**config.mk**
```make
export PLATFORM = sky130hd
export DESIGN_NAME = ask_fsk_framer_flat
export DESIGN_NICKNAME = d
export VERILOG_FILES = /design/src/rtl/ask_fsk_framer_if.sv /design/src/rtl/ask_fsk_framer.sv /design/src/flat_wrapper.sv
export SDC_FILE = /design/constraint.sdc
export NUM_CORES = 1
export LEC_CHECK = 0
export CAP_MARGIN = 20
export CELL_PAD_IN_SITES_DETAIL_PLACEMENT = 1
export CELL_PAD_IN_SITES_GLOBAL_PLACEMENT = 1
export CORE_UTILIZATION = 40
export DETAILED_ROUTE_END_ITERATION = 16
export PLACE_DENSITY_LB_ADDON = 0.3
export SETUP_SLACK_MARGIN = 0.4
export SYNTH_ARGS = -nofsm -noshare
export SYNTH_HDL_FRONTEND = slang
export SYNTH_SLANG_ARGS = --single-unit
```
**constraint.sdc**
```tcl
create_clock -name clk -period 2.1 [get_ports clk]
set_input_delay 0.42 -clock clk [delete_from_list [all_inputs] [get_ports clk]]
set_output_delay 0.42 -clock clk [all_outputs]
set_load 0.03 [all_outputs]
```
**src/rtl/ask_fsk_framer_if.sv**
```systemverilog
// Byte handshake between a payload source and ask_fsk_framer.
//   tx_data  : payload byte, source -> framer
//   tx_valid : tx_data valid, source -> framer
//   tx_ready : framer can accept a byte, framer -> source
// master modport = byte source, slave modport = framer.
interface ask_fsk_framer_if;
  logic [7:0] tx_data;
  logic       tx_valid;
  logic       tx_ready;

  modport master (output tx_data, output tx_valid, input tx_ready);
  modport slave  (input tx_data, input tx_valid, output tx_ready);
endinterface

```
**src/rtl/ask_fsk_framer.sv**
```systemverilog
// ask_fsk_framer: frames accepted bytes as preamble + sync byte + payload byte
// and serialises them MSB-first with a companion bit clock for the ASK-FSK
// transmitter. Frames always start on the first bit of a pair (phase=0) and
// have even length.
//
// Ports:
//   clk        : system clock
//   rst        : synchronous active-high reset
//   tx         : byte handshake (slave modport: tx_data, tx_valid in; tx_ready out)
//   bit_clk    : bit clock, rises mid-bit
//   bitstream  : serial frame data, IDLE_BIT between frames
//   busy       : byte accepted and frame not finished
//   frame_done : 1-cycle pulse when the last frame bit ends
//
// Optional feature macro: ASK_FSK_FRAMER_PARITY_EN
//   defined   -> even-parity bit plus one IDLE_BIT pad bit after the payload
//   undefined -> frame ends after the last payload bit
//
// PREAMBLE_BITS must not exceed 16 (the bit counter is 4 bits wide).
module ask_fsk_framer #(
  parameter int unsigned CLK_DIV       = 32,
  parameter int unsigned PREAMBLE_BITS = 8,
  parameter logic [7:0]  SYNC_WORD     = 8'hD5,
  parameter logic        IDLE_BIT      = 1'b0
) (
  input  logic             clk,
  input  logic             rst,
  ask_fsk_framer_if.slave  tx,
  output logic             bit_clk,
  output logic             bitstream,
  output logic             busy,
  output logic             frame_done
);

  localparam int unsigned DIV_W = $clog2(CLK_DIV);

  typedef enum logic [2:0] {
    S_IDLE,
    S_ALIGN,
    S_PREAMBLE,
    S_SYNC,
`ifdef ASK_FSK_FRAMER_PARITY_EN
    S_DATA,
    S_PARITY
`else
    S_DATA
`endif
  } state_t;

  state_t           state, state_n;
  logic [DIV_W-1:0] div, div_n;
  logic             phase;
  logic [3:0]       cnt, cnt_n;
  logic [7:0]       sh, sh_n;
  logic [7:0]       data_q, data_n;
  logic             bits_n;
  logic             done_n;
  logic             boundary;
  logic             accept;

  assign boundary = (div == DIV_W'(CLK_DIV - 1));
  assign accept   = tx.tx_valid & tx.tx_ready;

  // Next-state / next-bit logic. The state names the field of the bit
  // currently on bitstream; the next bit is loaded at each bit boundary.
  always_comb begin
    div_n   = boundary ? '0 : div + DIV_W'(1);
    state_n = state;
    cnt_n   = cnt;
    sh_n    = sh;
    data_n  = data_q;
    bits_n  = bitstream;
    done_n  = 1'b0;

    case (state)
      S_IDLE: begin
        bits_n = IDLE_BIT;
        if (accept) begin
          state_n = S_ALIGN;
          data_n  = tx.tx_data;
        end
      end

      // Wait for a boundary whose next bit is the first of a pair.
      S_ALIGN: begin
        if (boundary && phase) begin
          state_n = S_PREAMBLE;
          cnt_n   = 4'd0;
          bits_n  = 1'b1;
        end
      end

      S_PREAMBLE: begin
        if (boundary) begin
          if (cnt == 4'(PREAMBLE_BITS - 1)) begin
            state_n = S_SYNC;
            cnt_n   = 4'd0;
            bits_n  = SYNC_WORD[7];
            sh_n    = {SYNC_WORD[6:0], 1'b0};
          end else begin
            cnt_n  = cnt + 4'd1;
            bits_n = ~bitstream;
          end
        end
      end

      S_SYNC: begin
        if (boundary) begin
          if (cnt == 4'd7) begin
            state_n = S_DATA;
            cnt_n   = 4'd0;
            bits_n  = data_q[7];
            sh_n    = {data_q[6:0], 1'b0};
          end else begin
            cnt_n  = cnt + 4'd1;
            bits_n = sh[7];
            sh_n   = {sh[6:0], 1'b0};
          end
        end
      end

      S_DATA: begin
        if (boundary) begin
          if (cnt == 4'd7) begin
`ifdef ASK_FSK_FRAMER_PARITY_EN
            state_n = S_PARITY;
            cnt_n   = 4'd0;
            bits_n  = ^data_q;
`else
            state_n = S_IDLE;
            bits_n  = IDLE_BIT;
            done_n  = 1'b1;
`endif
          end else begin
            cnt_n  = cnt + 4'd1;
            bits_n = sh[7];
            sh_n   = {sh[6:0], 1'b0};
          end
        end
      end

`ifdef ASK_FSK_FRAMER_PARITY_EN
      // Parity bit, then one pad bit so the frame length stays even.
      S_PARITY: begin
        if (boundary) begin
          bits_n = IDLE_BIT;
          if (cnt == 4'd1) begin
            state_n = S_IDLE;
            done_n  = 1'b1;
          end else begin
            cnt_n = cnt + 4'd1;
          end
        end
      end
`endif

      default: begin
        state_n = S_IDLE;
        bits_n  = IDLE_BIT;
      end
    endcase
  end

  // State and registered outputs.
  always_ff @(posedge clk) begin
    if (rst) begin
      state       <= S_IDLE;
      div         <= '0;
      phase       <= 1'b0;
      cnt         <= 4'd0;
      sh          <= 8'd0;
      data_q      <= 8'd0;
      bit_clk     <= 1'b0;
      bitstream   <= IDLE_BIT;
      tx.tx_ready <= 1'b0;
      busy        <= 1'b0;
      frame_done  <= 1'b0;
    end else begin
      state       <= state_n;
      div         <= div_n;
      phase       <= boundary ? ~phase : phase;
      cnt         <= cnt_n;
      sh          <= sh_n;
      data_q      <= data_n;
      bit_clk     <= (div_n >= DIV_W'(CLK_DIV / 2));
      bitstream   <= bits_n;
      tx.tx_ready <= (state_n == S_IDLE);
      // Held through the frame_done cycle even though the FSM is back in IDLE.
      busy        <= (state_n != S_IDLE) | done_n;
      frame_done  <= done_n;
    end
  end

endmodule

```
**src/flat_wrapper.sv**
```systemverilog
// flat-port wrapper written by rule: the top's interface ports become plain ports
module ask_fsk_framer_flat 
#(
  parameter int unsigned CLK_DIV       = 32,
  parameter int unsigned PREAMBLE_BITS = 8,
  parameter logic [7:0]  SYNC_WORD     = 8'hD5,
  parameter logic        IDLE_BIT      = 1'b0
)
  (clk, rst, bit_clk, bitstream, busy, frame_done, tx_tx_data, tx_tx_valid, tx_tx_ready);
  ask_fsk_framer_if tx_i ();
  input  logic clk;
  input  logic rst;
  output logic bit_clk;
  output logic bitstream;
  output logic busy;
  output logic frame_done;
  input wire logic [$bits(tx_i.tx_data)-1:0] tx_tx_data;
  input wire logic [$bits(tx_i.tx_valid)-1:0] tx_tx_valid;
  output wire logic [$bits(tx_i.tx_ready)-1:0] tx_tx_ready;
  assign tx_i.tx_data = tx_tx_data;
  assign tx_i.tx_valid = tx_tx_valid;
  assign tx_tx_ready = tx_i.tx_ready;
  ask_fsk_framer #(.CLK_DIV(CLK_DIV), .PREAMBLE_BITS(PREAMBLE_BITS), .SYNC_WORD(SYNC_WORD), .IDLE_BIT(IDLE_BIT)) u_core (.clk(clk), .rst(rst), .tx(tx_i), .bit_clk(bit_clk), .bitstream(bitstream), .busy(busy), .frame_done(frame_done));
endmodule
```
# Yosys cells after proc, flatten, opt, wreduce, memory -nomap -nowiden
# Cells that the tools add are included.
[classes]
addsub = 2
magnitude_cmp = 1
n_eq_ne = 13
muxes = 34
n_bitwise = 4
reduce_logical = 11
[op_table]
columns = ["operator", "count"]
rows = [
  ["$mux 8", 6],
  ["$mux 3", 8],
  ["$pmux 8 s3", 1],
  ["$mux 4", 5],
  ["$pmux 3 s5", 1],
  ["$ne 2x1->1 const B", 6],
  ["$pmux 4 s3", 1],
  ["$mux 1", 10],
  ["$reduce_bool 3->1", 3],
  ["$eq 3x2->1 const B", 2],
  ["$logic_not 3->1", 2],
  ["$reduce_and 6->1", 1],
  ["$add 5x1->5 const B", 1],
  ["$eq 5x5->1 const B", 1],
  ["$ge 5x5->1 const B", 1],
  ["$mux 5", 1],
  ["$reduce_and 5->1", 1],
  ["$add 4x1->4 const B", 1],
  ["$eq 4x3->1 const B", 1],
  ["$pmux 1 s4", 1],
  ["$reduce_and 4->1", 1],
  ["$eq 3x1->1 const B", 1],
  ["$eq 3x3->1 const B", 1],
  ["$ne 2x2->1 const B", 1],
  ["6 further kinds", 7],
]
[totals]
regBits = 34
in_bits = 11
out_inout_bits = 5
word_cells = 76

# Longest topological paths before layout
# Gate-level depths: netlist of run 1.
[depth]
depth_word = 6
ltp_mapped = 8
ltp_nobuf = 7

# Least setup slack after synthesis of run 1
# Ideal clock, no wire load.
[synth_timing]
path_type = "register to register"
start = "reg u_core.div[0]"
end = "reg u_core.cnt[0]"
setup_time_ns = 0.071
arrival_time_ns = 1.806
required_time_ns = 2.029
path_slack_ns = 0.224
stages_incl_launch_ff = 8
path_buffers = 1
period_less_slack_ns = 1.876
path_cell_list = "dfxtp_1 -> ha_1 -> and3_1 -> ha_1 -> clkbuf_1 -> inv_1 -> or4_1 -> a21oi_1"
[synth_via]
elab_chain_cells = 4
elab_cells_between_ends = 6
cone_classes = "eq/ne (4); reduce/logical (2)"
[synth_lines]
columns = ["element", "line", "rtl"]
rows = [
  ["start, declared", "ask_fsk_framer.sv:51", "logic [DIV_W-1:0] div, div_n;"],
  ["start signal, assigned", "ask_fsk_framer.sv:180", "div <= div_n;"],
  ["$eq 5x5->1 (*)", "ask_fsk_framer.sv:61", "assign boundary = (div == DIV_W'(CLK_DIV - 1));"],
  ["$logic_and 1x1->1", "ask_fsk_framer.sv:86", "if (boundary && phase) begin"],
  ["$ne 2x1->1 (no line)", "-", ""],
  ["$reduce_and 5->1 (no line) (*)", "-", ""],
  ["end signal, assigned", "ask_fsk_framer.sv:182", "cnt <= cnt_n;"],
  ["end, declared", "ask_fsk_framer.sv:53", "logic [3:0] cnt, cnt_n;"],
]
# Mark *: on every way between the ends. The rest lies on a longest branch, timed or not.
# A chain may end at the register's enable or synchronous reset.

# Worst setup path in the final report of run 1
[layout_timing]
start = "reg u_core.div[0]"
end = "reg u_core.tx.tx_ready"
[layout_via]
elab_chain_cells = 5
elab_cells_between_ends = 8
cone_classes = "eq/ne (1); mux (5); reduce/logical (2)"
[layout_lines]
columns = ["element", "line", "rtl"]
rows = [
  ["$eq 5x5->1 (*)", "ask_fsk_framer.sv:61", ""],
  ["$logic_and 1x1->1", "ask_fsk_framer.sv:86", ""],
  ["$mux 3", "ask_fsk_framer.sv:86", ""],
  ["$pmux 3 s5 (*)", "ask_fsk_framer.sv:75", "case (state)"],
  ["$logic_not 3->1 (*)", "ask_fsk_framer.sv:187", "tx.tx_ready <= (state_n == S_IDLE);"],
  ["end signal, assigned", "ask_fsk_framer.sv:187", ""],
  ["end, declared", "ask_fsk_framer_if.sv:12", "modport slave (input tx_data, input tx_valid, output tx_ready);"],
]
# Marks and branches as above.

==> results of run 1 <==
==> worst max path at each step <==
stage                     depth (start not counted)                            end  slack (ns)                        from
after floorplan                                   7     u_core.cnt[0]$_SDFFE_PP0P_        0.41    u_core.div[1]$_SDFF_PP0_
after global placement                            3  u_core.tx.tx_ready$_SDFF_PP0_        0.15                 tx_tx_valid
after detailed placement                          3  u_core.tx.tx_ready$_SDFF_PP0_        0.03  u_core.state[1]$_SDFF_PP0_
after CTS                                         7     u_core.state[0]$_SDFF_PP0_        0.32    u_core.div[1]$_SDFF_PP0_
after global routing                              8      u_core.sh[7]$_SDFFE_PP0P_        0.35    u_core.div[1]$_SDFF_PP0_
final                                             6  u_core.tx.tx_ready$_SDFF_PP0_        0.39    u_core.div[0]$_SDFF_PP0_
==> metrics by stage <==
| step | util, % | hold slack (ns) | instance area (um2) | instances | worst slack, ns |
|---|---|---|---|---|---|
| finish | 56.4 | 0.496 | 2080 | 249 | 0.392 |
| global route | 56.4 | 0.543 | 2080 | 249 | 0.354 |
| CTS | 52.3 | 0.444 | 1930 | 240 | 0.321 |
| detailed placement | 48.1 | 0.435 | 1780 | 228 | 0.0306 |
| global placement | 48.1 | 0.407 | 1780 | 228 | 0.153 |
| floorplan | - | 0.400 | 1560 | 167 | 0.413 |
==> cell type report <==
type | instances | area share, %
clock buffer | 8 | 4.33
sequential | 32 | 31.1
inverter | 3 | 0.661
timing repair buffer | 38 | 15.8
multi-input combinational | 120 | 45.2
tap | 48 | 2.89
==> timing repair <==
| action | 4_1_cts | 5_1_grt |
|---|---|---|
| endpoints found under the setup margin | 25 | 23 |
| setup buffers | 4 | 9 |
| pin swaps | 3 | 6 |
| gates resized for setup | 14 | 18 |
==> cells in the final DEF (no fill, tap or decap), drive strengths merged, types with 4 or more instances in the layout <==
cell,instances
nand2,4
clkbuf,8
xnor2,4
nor3,13
a22oi,5
dfxtp,32
a21oi,11
and3,4
nor2,18
buf,23
o31ai,5
clkdlybuf4s50,10
nand3,4
mux2i,8
a221oi,4
==> where the power goes <==
part / switching (mW) / internal (mW) / total (mW) / leakage [nW]
sequential: 0.0153 / 0.626 / 0.642 / 0.262
clock: 0.232 / 0.267 / 0.500 / 0.0455
combinational: 0.0589 / 0.0584 / 0.117 / 0.538
total: 0.307 / 0.952 / 1.26 / 0.845
==> cells by family (layout without fill, tap and decap cells) <==
| kind of cell | count (synthesis) | count (layout) | synth area share [%] |
|---|---|---|---|
| AOI/OAI and AO/OA | 41 | 41 | 19.7 |
| xor gates and xnor gates | 5 | 5 | 2.84 |
| adders and majority gates | 3 | 3 | 2.44 |
| buffers and inverters | 15 | 49 | 4.87 |
| DFF | 32 | 32 | 41.6 |
| muxes | 8 | 8 | 5.20 |
| and+or+nand+nor | 63 | 63 | 23.4 |
==> flip-flops by register name, indices dropped and copies added, names as in the netlist <==
| register | cells |
|---|---|
| u_core.bit_clk | 1 |
| u_core.frame_done | 1 |
| u_core.state | 3 |
| u_core.phase | 1 |
| u_core.div | 4 |
| u_core.data_q | 8 |
| u_core.bitstream | 1 |
| u_core.busy | 1 |
| u_core.sh | 7 |
| u_core.cnt | 4 |
| u_core.tx.tx_ready | 1 |
==> per-layer routing <==
layer | wire length (um) | GRT usage, % | up-vias | share of wire (%)
li1 | - | - | 688 | -
met1 | 1990 | 26.7 | 744 | 41
met2 | 2550 | 39.1 | 50 | 52
met3 | 204 | 4.29 | 14 | 4.2
met4 | 148 | 12.8 | 0 | 3.0
met5 | 0 | 0 | - | 0
==> worst register-to-register path: cells and delay by family, from the launching register on <==
kind	cells	cell delay [ns]
buffers and inverters	1	0.19
DFF	1	0.36
adders and majority gates	2	0.31
and+or+nand+nor	2	0.35
AOI/OAI and AO/OA	1	0.37
==> results.json, run 1 <==
{
  "outcome": "complete, no violations",
  "worst_slew_pin_slew_ns": 0.469,
  "min-delay-start": "u_core.data_q[5]$_SDFFE_PP0P_",
  "worst-setup-path-type": "flip-flop to flip-flop",
  "hold_path_depth": 2,
  "ff_latch_area_um2": 648,
  "static_leakage_nw": 0.845,
  "p_total_mw": 1.26,
  "pin_count": 16,
  "die-width_um": 64.1,
  "timing.critical_path.slowest_stage_cell": "a2111oi_2",
  "vias_per_cell": 6.01,
  "syn_inst": 167,
  "floorplan.die_area_um2": 4110,
  "skew_ns": 0.00471,
  "max-slew-margin-rel_pct": 68.7,
  "yosysSeqAreaShare_pct": 41.6,
  "cts.reportedPaths.clkPinSlew_ns": 0.07,
  "r2r.worst_path.cells": 6,
  "nets": 214,
  "num_vias": 1496,
  "worst_skew_pair.late_latency_ns": 0.29,
  "timing.critical_path.slowest_cell_delay_ns": 0.37,
  "report.final.setup_viol": 0,
  "max_clock_freq_mhz": 585,
  "fp.coreArea_um2": 3690,
  "cts-buffers-inserted": 5,
  "critical-path-top-cell-by-count": "ha_4",
  "path_max_fanout": 6,
  "cts_hold_buf": 0,
  "grt_use_total_pct": 22.9,
  "detail-route-antenna-nets": 0,
  "buffer_ports.inserted": 15,
  "cts_num_sinks": 32,
  "dr.pass1.iters": 4,
  "flow.area_growth_from_synthesis_pct": 35.0,
  "layout_min_cycle_time_ns": 1.71,
  "dpl.hpwl_um": 2940,
  "ys_ff_latch": 32,
  "place.gp.congestion": 0.903,
  "die_h_um": 64.1,
  "holdCritPathClass": "flip-flop to flip-flop",
  "synth_enable_flop_cells": 0,
  "period_share_pct": 81.4,
  "timing.setup.tns_ns": 0,
  "post-synth-top-area-cell": "dfxtp_1",
  "max_cap_viol_count": 0,
  "synth_top_area_share_pct": 41.6,
  "initial_core_util_pct": 41.8,
  "asyncSetResetFlopFracSynth_pct": 0,
  "syn_nets": 181,
  "cp_top_family": "compound AO/OA/AOI/OAI gates",
  "final-max-slew-violation-count": 0,
  "ctsRootBufferMaster": "clkbuf_8",
  "synthesis.yosys.warnings": 0,
  "multi_input_comb_area_um2": 941,
  "floorplan.rows": 22,
  "h-tree-depth": 2,
  "worstPathRequired_ns": 2.27,
  "r2r-end": "u_core.tx.tx_ready$_SDFF_PP0_",
  "detail_route.wl_per_cell_um": 19.6,
  "final_hold_viol_count": 0,
  "synth_area_um2": 1540,
  "critPathArrivalTime_ns": 1.87,
  "fillerInstances": 433,
  "whs_endpoint": "u_core.data_q[5]$_SDFFE_PP0P_",
  "drt_wl_total_um": 4890,
  "synth_area_per_cell_um2": 9.23,
  "grt_setup_unrepaired": "true",
  "most_common_cell_in_the_netlist": "dfxtp_1",
  "clockBufferDepth": 2,
  "cp-end-kind": "flip-flop",
  "grt_antenna_before_repair": 0,
  "top_cells_by_instance_count_after_synthesis": "dfxtp_1, nor2_1, nor3_1",
  "critPathLaunchType": "flip-flop",
  "path_buf_inv": 1,
  "ys_top_cells_by_area": "dfxtp_1, mux2i_1, nor2_1, nor3_1, a21oi_1",
  "first_global_vias": 1493,
  "drt_first_iter_violations": 123,
  "critical_path.cell_chain": "ha_4 > and3_4 > ha_4 > nand4b_1 > buf_4 > a2111oi_2",
  "number_of_inserted_diodes": 0,
  "ir_worst_vdd_mv": 0.417,
  "maximum_number_of_pins_on_one_net_before_global_route_repair": 18,
  "drc": 0,
  "clock_tree_from_tritoncts": "built",
  "timing.rr.start": "u_core.div[0]$_SDFF_PP0_",
  "grt_pass1_wl_um": 7040,
  "yosys.cell_types.count": 46,
  "ys_dominant_reg_cell": "dfxtp_1",
  "p_per_area_nw_per_um2": 605,
  "post_route_cells_drive_above_1_share_pct": 29.4,
  "leftover_overflow_at_the_end_of_global_routing": 0,
  "rrSetupSlack_ns": 0.39
}
(Power assumes the default switching activity.)
==> run 2, diff against run 1 <==
--- a/config.mk
+++ b/config.mk
@@ -8,7 +8,7 @@
 export CAP_MARGIN = 20
 export CELL_PAD_IN_SITES_DETAIL_PLACEMENT = 1
 export CELL_PAD_IN_SITES_GLOBAL_PLACEMENT = 1
-export CORE_UTILIZATION = 40
+export CORE_UTILIZATION = 38
 export DETAILED_ROUTE_END_ITERATION = 16
 export PLACE_DENSITY_LB_ADDON = 0.3
 export SETUP_SLACK_MARGIN = 0.4
==> constraint.sdc (replaced) <==
create_clock -name clk -period 1.48 [get_ports clk]
set_input_delay 0.296 -clock clk [delete_from_list [all_inputs] [get_ports clk]]
set_output_delay 0.296 -clock clk [all_outputs]
set_load 0.03 [all_outputs]
==> run 2 against run 1 <==
Effect of this change: the flow now finishes with violations (negative setup slack); sequential cell count stayed put; final cell count is 14% higher; global-route usage is 11 points higher.
==> results.json, run 2 (synthesized netlist as in run 1, its figures left out) <==
{
  "min-delay-start": "u_core.data_q[1]$_SDFFE_PP0P_",
  "worst_skew_pair.late_latency_ns": 0.30,
  "die_h_um": 65.7,
  "ctsRootBufferMaster": "clkbuf_8",
  "placedInstanceArea_um2": 2070,
  "cp-end-kind": "flip-flop",
  "grt_use_total_pct": 33.8,
  "dpl.hpwl_um": 3490,
  "finish.instance_area_um2": 2650,
  "violations_in_the_final_reports": "negative setup slack",
  "nets": 248,
  "h-tree-depth": 2,
  "worstSetupStartpoint": "u_core.state[1]$_SDFF_PP0_",
  "worstPathRequired_ns": 1.68,
  "flow.area_growth_from_synthesis_pct": 71.9,
  "layout_commonest_cell": "buf_4",
  "maximum_number_of_pins_on_one_net_before_global_route_repair": 19,
  "fp.coreArea_um2": 3770,
  "first_global_vias": 1900,
  "timing.setup.tns_ns": -3.26,
  "buffer_ports.inserted": 15,
  "post_route_cells_drive_above_1_share_pct": 56.6,
  "detail_route.wl_per_cell_um": 23.9,
  "p_total_mw": 1.89,
  "outcome": "finished, violations left",
  "clockBufferDepth": 2,
  "worst_slew_pin_slew_ns": 0.398,
  "leftover_overflow_at_the_end_of_global_routing": 0,
  "r2r-end": "u_core.bitstream$_SDFFE_PP0P_",
  "dr.pass1.iters": 4,
  "drc": 0,
  "holdCritPathClass": "flip-flop to flip-flop",
  "report.final.setup_viol": 17,
  "pin_count": 16,
  "path_max_fanout": 4,
  "largest_registers_in_the_final_layout": "u_core.data_q: 8 flops, u_core.sh: 7 flops",
  "whs_endpoint": "u_core.data_q[1]$_SDFFE_PP0P_",
  "ir_worst_vdd_mv": 0.597,
  "drt_wl_total_um": 6750,
  "layout_common_cells": "buf_4, dfxtp_1, buf_6, nor2_1, clkdlybuf4s50_1",
  "r2r.worst_path.cells": 6,
  "critPathArrivalTime_ns": 1.99,
  "drt_first_iter_violations": 75,
  "rrSetupSlack_ns": -0.31,
  "largest_register_ffs": 8,
  "max-slew-margin-rel_pct": 73.4,
  "cellInternalPower_mw": 1.40,
  "power.share.sequential_pct": 48.2,
  "part_of_the_total_power_dissipated_in_combinational_logic_pct": 13.3,
  "dp_slack_ns": -0.311,
  "clock_tree_from_tritoncts": "built",
  "p_sw_share_pct": 25.9,
  "die-width_um": 65.7,
  "static_leakage_nw": 1.03,
  "critPathLaunchType": "flip-flop",
  "fillerInstances": 387,
  "cts_num_sinks": 32,
  "layout.core_utilization_pct": 70.3,
  "top_register": "u_core.data_q",
  "netSwitchingPower_mw": 0.489,
  "grt_setup_unrepaired": "true",
  "clkPwrFrac_pct": 38.5,
  "floorplan.rows": 22,
  "max_cap_viol_count": 0,
  "detail-route-antenna-nets": 0,
  "fin_ws_ns": -0.306,
  "cts-buffers-inserted": 5,
  "hold_path_depth": 2,
  "number_of_inserted_diodes": 0,
  "grt_pass1_wl_um": 10200,
  "final_hold_viol_count": 0,
  "timing.rr.start": "u_core.state[1]$_SDFF_PP0_",
  "p_per_area_nw_per_um2": 712,
  "place.gp.congestion": 0.820,
  "worst-setup-path-type": "flip-flop to flip-flop",
  "floorplan.die_area_um2": 4320,
  "skew_ns": 0.0136,
  "layout_min_cycle_time_ns": 1.79,
  "period_share_pct": 121,
  "num_vias": 1709,
  "vias_per_cell": 6.04,
  "grt_antenna_before_repair": 0,
  "max_clock_freq_mhz": 560,
  "final-max-slew-violation-count": 0,
  "initial_core_util_pct": 40.9,
  "cts.reportedPaths.clkPinSlew_ns": 0.08
}
run 2: cell types whose count changed in the layout (fill, tap and decap cells not counted), sizes merged:
cell	change
and4	+1
buf	+38
dlygate4sd2	-3
dlymetal6s2s	-2
run 2: repair_timing:
item / CTS / global route
pin swaps: 18 / 10
setup buffers: 12 / 6
endpoints found under the setup margin: 37 / 37
gates cloned: 1 / 0
gates resized for setup: 88 / 24
hold buffers: 0 / 0
run 2: layout make-up:
cell class	count	area, um2	share of cell area [%]
Clock buffer	8	90.1	3.40
Inverter	3	16.3	0.614
Multi-Input combinational cell	121	1160	44.0
Tap cell	48	60.1	2.27
Sequential cell	32	661	24.9
Timing Repair Buffer	71	658	24.8
run 2: worst max-delay path by stage:
stage	end	slack, ns
floorplan	u_core.state[0]$_SDFF_PP0_	-0.16
CTS	u_core.state[0]$_SDFF_PP0_	-0.22
global placement	u_core.data_q[3]$_SDFFE_PP0P_	-0.21
finish	u_core.bitstream$_SDFFE_PP0P_	-0.31
detailed placement	u_core.data_q[6]$_SDFFE_PP0P_	-0.31
global route	u_core.bitstream$_SDFFE_PP0P_	-0.34
run 2: power by group through the flow:
stage	registers, mW	clock network, mW	logic (mW)
final	0.910	0.727	0.250
after global routing	0.911	0.759	0.263
after CTS	0.911	0.697	0.221
after detailed placement	0.927	0	0.186
after global placement	0.925	0	0.170
after floorplan	0.936	0	0.0894
run 2: metal layers:
layer,GRT usage (%),vias to the layer above,share of wire (%)
li1,-,758,-
met1,33.6,846,38
met2,62.1,71,51
met3,8.51,34,5.6
met4,19.8,0,5.1
met5,0,-,0
run 2: through the flow:
stage | cells | hold WS, ns
2_1_floorplan | 167 | 0.425
3_3_place_gp | 256 | 0.491
5_1_grt | 283 | 0.556
6_report | 283 | 0.519
4_1_cts | 277 | 0.504
3_5_place_dp | 256 | 0.488
run 2: worst max-delay path, stage by stage, from the launching register on:
cell and delay [ns]:
dfxtp_4 0.37, buf_12 0.13, nor3b_4 0.36, buf_4 0.21, a21oi_1 0.06, o221a_2 0.31
o31ai_1 0.24
==> run 3, diff against run 2 <==
--- a/config.mk
+++ b/config.mk
@@ -15,3 +15,4 @@
 export SYNTH_ARGS = -nofsm -noshare
 export SYNTH_HDL_FRONTEND = slang
 export SYNTH_SLANG_ARGS = --single-unit
+export TNS_END_PERCENT = 20
==> run 3 against run 2 <==
Effect of this change: the flow still finishes with violations (negative setup slack); sequential share of layout area is 2.5 points higher; register-to-register slack barely moved; setup slack worse by 0.014 ns; clock skew is 0.0055 ns lower; global-route usage is 6.7 points lower; clock-buffer cell count is 2 lower; sequential cell count unchanged; sequential power barely moved; critical path type unchanged.
==> results.json, run 3 (synthesized netlist as in run 1, its figures left out) <==
{
  "outcome": "finished, violations left",
  "violations_in_the_final_reports": "negative setup slack",
  "leftover_overflow_at_the_end_of_global_routing": 0,
  "report.final.setup_viol": 16,
  "first_global_vias": 1759,
  "timing.critical_path.slowest_stage_cell": "dfxtp_4",
  "max_clock_freq_mhz": 556,
  "num_vias": 1618,
  "final-max-slew-violation-count": 0,
  "cts-buffers-inserted": 5,
  "layout_commonest_cell": "buf_4",
  "worstPathRequired_ns": 1.65,
  "cts.reportedPaths.clkPinSlew_ns": 0.07,
  "layout_min_cycle_time_ns": 1.80,
  "dr.pass1.iters": 4,
  "final_hold_viol_count": 0,
  "worst-setup-path-type": "flip-flop to flip-flop",
  "p_per_area_nw_per_um2": 779,
  "largest_register_ffs": 8,
  "flow.area_growth_from_synthesis_pct": 54.5,
  "detail_route.wl_per_cell_um": 20.9,
  "number_of_inserted_diodes": 0,
  "period_share_pct": 122,
  "timing.rr.start": "u_core.div[1]$_SDFF_PP0_",
  "timing.critical_path.slowest_cell_delay_ns": 0.36,
  "critPathLaunchType": "flip-flop",
  "nets": 240,
  "skew_ns": 0.00806,
  "critical-path-top-cell-by-count": "ha_4",
  "vias_per_cell": 5.88,
  "critPathArrivalTime_ns": 1.97,
  "layout_common_cells": "buf_4, dfxtp_1, nor2_1, clkdlybuf4s50_1",
  "detail-route-antenna-nets": 0,
  "h-tree-depth": 2,
  "buffer_ports.inserted": 15,
  "holdCritPathClass": "flip-flop to flip-flop",
  "ir_worst_vdd_mv": 0.575,
  "cts_hold_buf": 0,
  "ctsRootBufferMaster": "clkbuf_8",
  "fp.coreArea_um2": 3770,
  "cts_num_sinks": 32,
  "max-slew-margin-rel_pct": 77.3,
  "timing.setup.tns_ns": -3.28,
  "worst_skew_pair.late_latency_ns": 0.30,
  "drt_first_iter_violations": 78,
  "fin_ws_ns": -0.319,
  "post_route_cells_drive_above_1_share_pct": 44.5,
  "maximum_number_of_pins_on_one_net_before_global_route_repair": 21,
  "ff_latch_area_um2": 654,
  "grt_antenna_before_repair": 0,
  "layout.core_utilization_pct": 63.2,
  "floorplan.die_area_um2": 4320,
  "cp_top_family": "compound AO/OA/AOI/OAI gates",
  "initial_core_util_pct": 40.9,
  "max_cap_viol_count": 0,
  "pin_count": 16,
  "multi_input_comb_area_um2": 1010,
  "path_buf_inv": 1,
  "drt_wl_total_um": 5750,
  "grt_pass1_wl_um": 8650,
  "largest_registers_in_the_final_layout": "u_core.data_q: 8 flops, u_core.sh: 7 flops",
  "floorplan.rows": 22,
  "clock_tree_from_tritoncts": "built",
  "cp-end-kind": "flip-flop",
  "die-width_um": 65.7,
  "dpl.hpwl_um": 3430,
  "top_register": "u_core.data_q",
  "fillerInstances": 426,
  "worstSetupStartpoint": "u_core.div[1]$_SDFF_PP0_",
  "drc": 0,
  "grt_setup_unrepaired": "true",
  "critical_path.cell_chain": "ha_4 > and3_4 > ha_4 > buf_4 > o211a_4 > o31ai_1 > a21oi_1",
  "min-delay-start": "u_core.data_q[0]$_SDFFE_PP0P_",
  "grt_use_total_pct": 27.1,
  "clockBufferDepth": 2,
  "die_h_um": 65.7,
  "worst_slew_pin_slew_ns": 0.337,
  "place.gp.congestion": 0.813,
  "static_leakage_nw": 0.974,
  "path_max_fanout": 8
}
run 3: power by group:
| group | switching (mW) | leakage, nW | total (mW) | internal [mW] |
|---|---|---|---|---|
| clock | 0.348 | 0.0510 | 0.719 | 0.371 |
| combinational | 0.104 | 0.661 | 0.224 | 0.120 |
| sequential | 0.0254 | 0.263 | 0.912 | 0.887 |
run 3: path summary, 6_finish.rpt:
kind,slack [ns],to,cells past startpoint
worst max register to register,-0.32,u_core.sh[6]$_SDFFE_PP0P_,7
worst max-delay path,-0.32,u_core.sh[6]$_SDFFE_PP0P_,7
worst min register to register,0.52,u_core.data_q[0]$_SDFFE_PP0P_,2
worst min-delay path,0.52,u_core.data_q[0]$_SDFFE_PP0P_,2
run 3: area by class of cell:
class,count,area share (%)
clock inverter,2,0.420
sequential,32,27.5
tap,48,2.52
timing repair buffer,64,23.1
clock buffer,6,3.47
multi-input combinational,120,42.4
inverter,3,0.578
run 3: metrics by stage:
stage | setup slack (ns) | cells | total power, mW | area, um2 | hold slack, ns
after global placement | -0.202 | 255 | 1.10 | 2050 | 0.493
after CTS | -0.257 | 272 | 1.82 | 2270 | 0.518
after global routing | -0.383 | 275 | 1.92 | 2380 | 0.570
after detailed placement | -0.290 | 255 | 1.11 | 2050 | 0.503
final | -0.319 | 275 | 1.86 | 2380 | 0.522
after floorplan | -0.171 | 167 | 1.02 | 1620 | 0.425
run 3: worst register-to-register path, delay by kind of cell, from the launching register on:
kind            cells  cell delay (ns)
flops               1             0.36
simple gates        1             0.18
buf+inv             1             0.17
compound gates      3             0.62
fa+ha+maj           2             0.36
run 3: metal layers:
layer  global-route usage [%]  vias up  share of wire [%]
li1                         -      744                  -
met1                     29.9      819                 40
met2                     50.8       45                 55
met3                     5.03       10                3.4
met4                     8.97        0                1.6
met5                        0        -                  0
run 3: timing repair:
| item | in CTS | in global routing |
|---|---|---|
| resized for setup | 45 | 22 |
| hold endpoints to repair | 0 | 0 |
| endpoints found under the setup margin | 37 | 37 |
| pin swaps | 5 | 5 |
| buffers inserted | 9 | 3 |
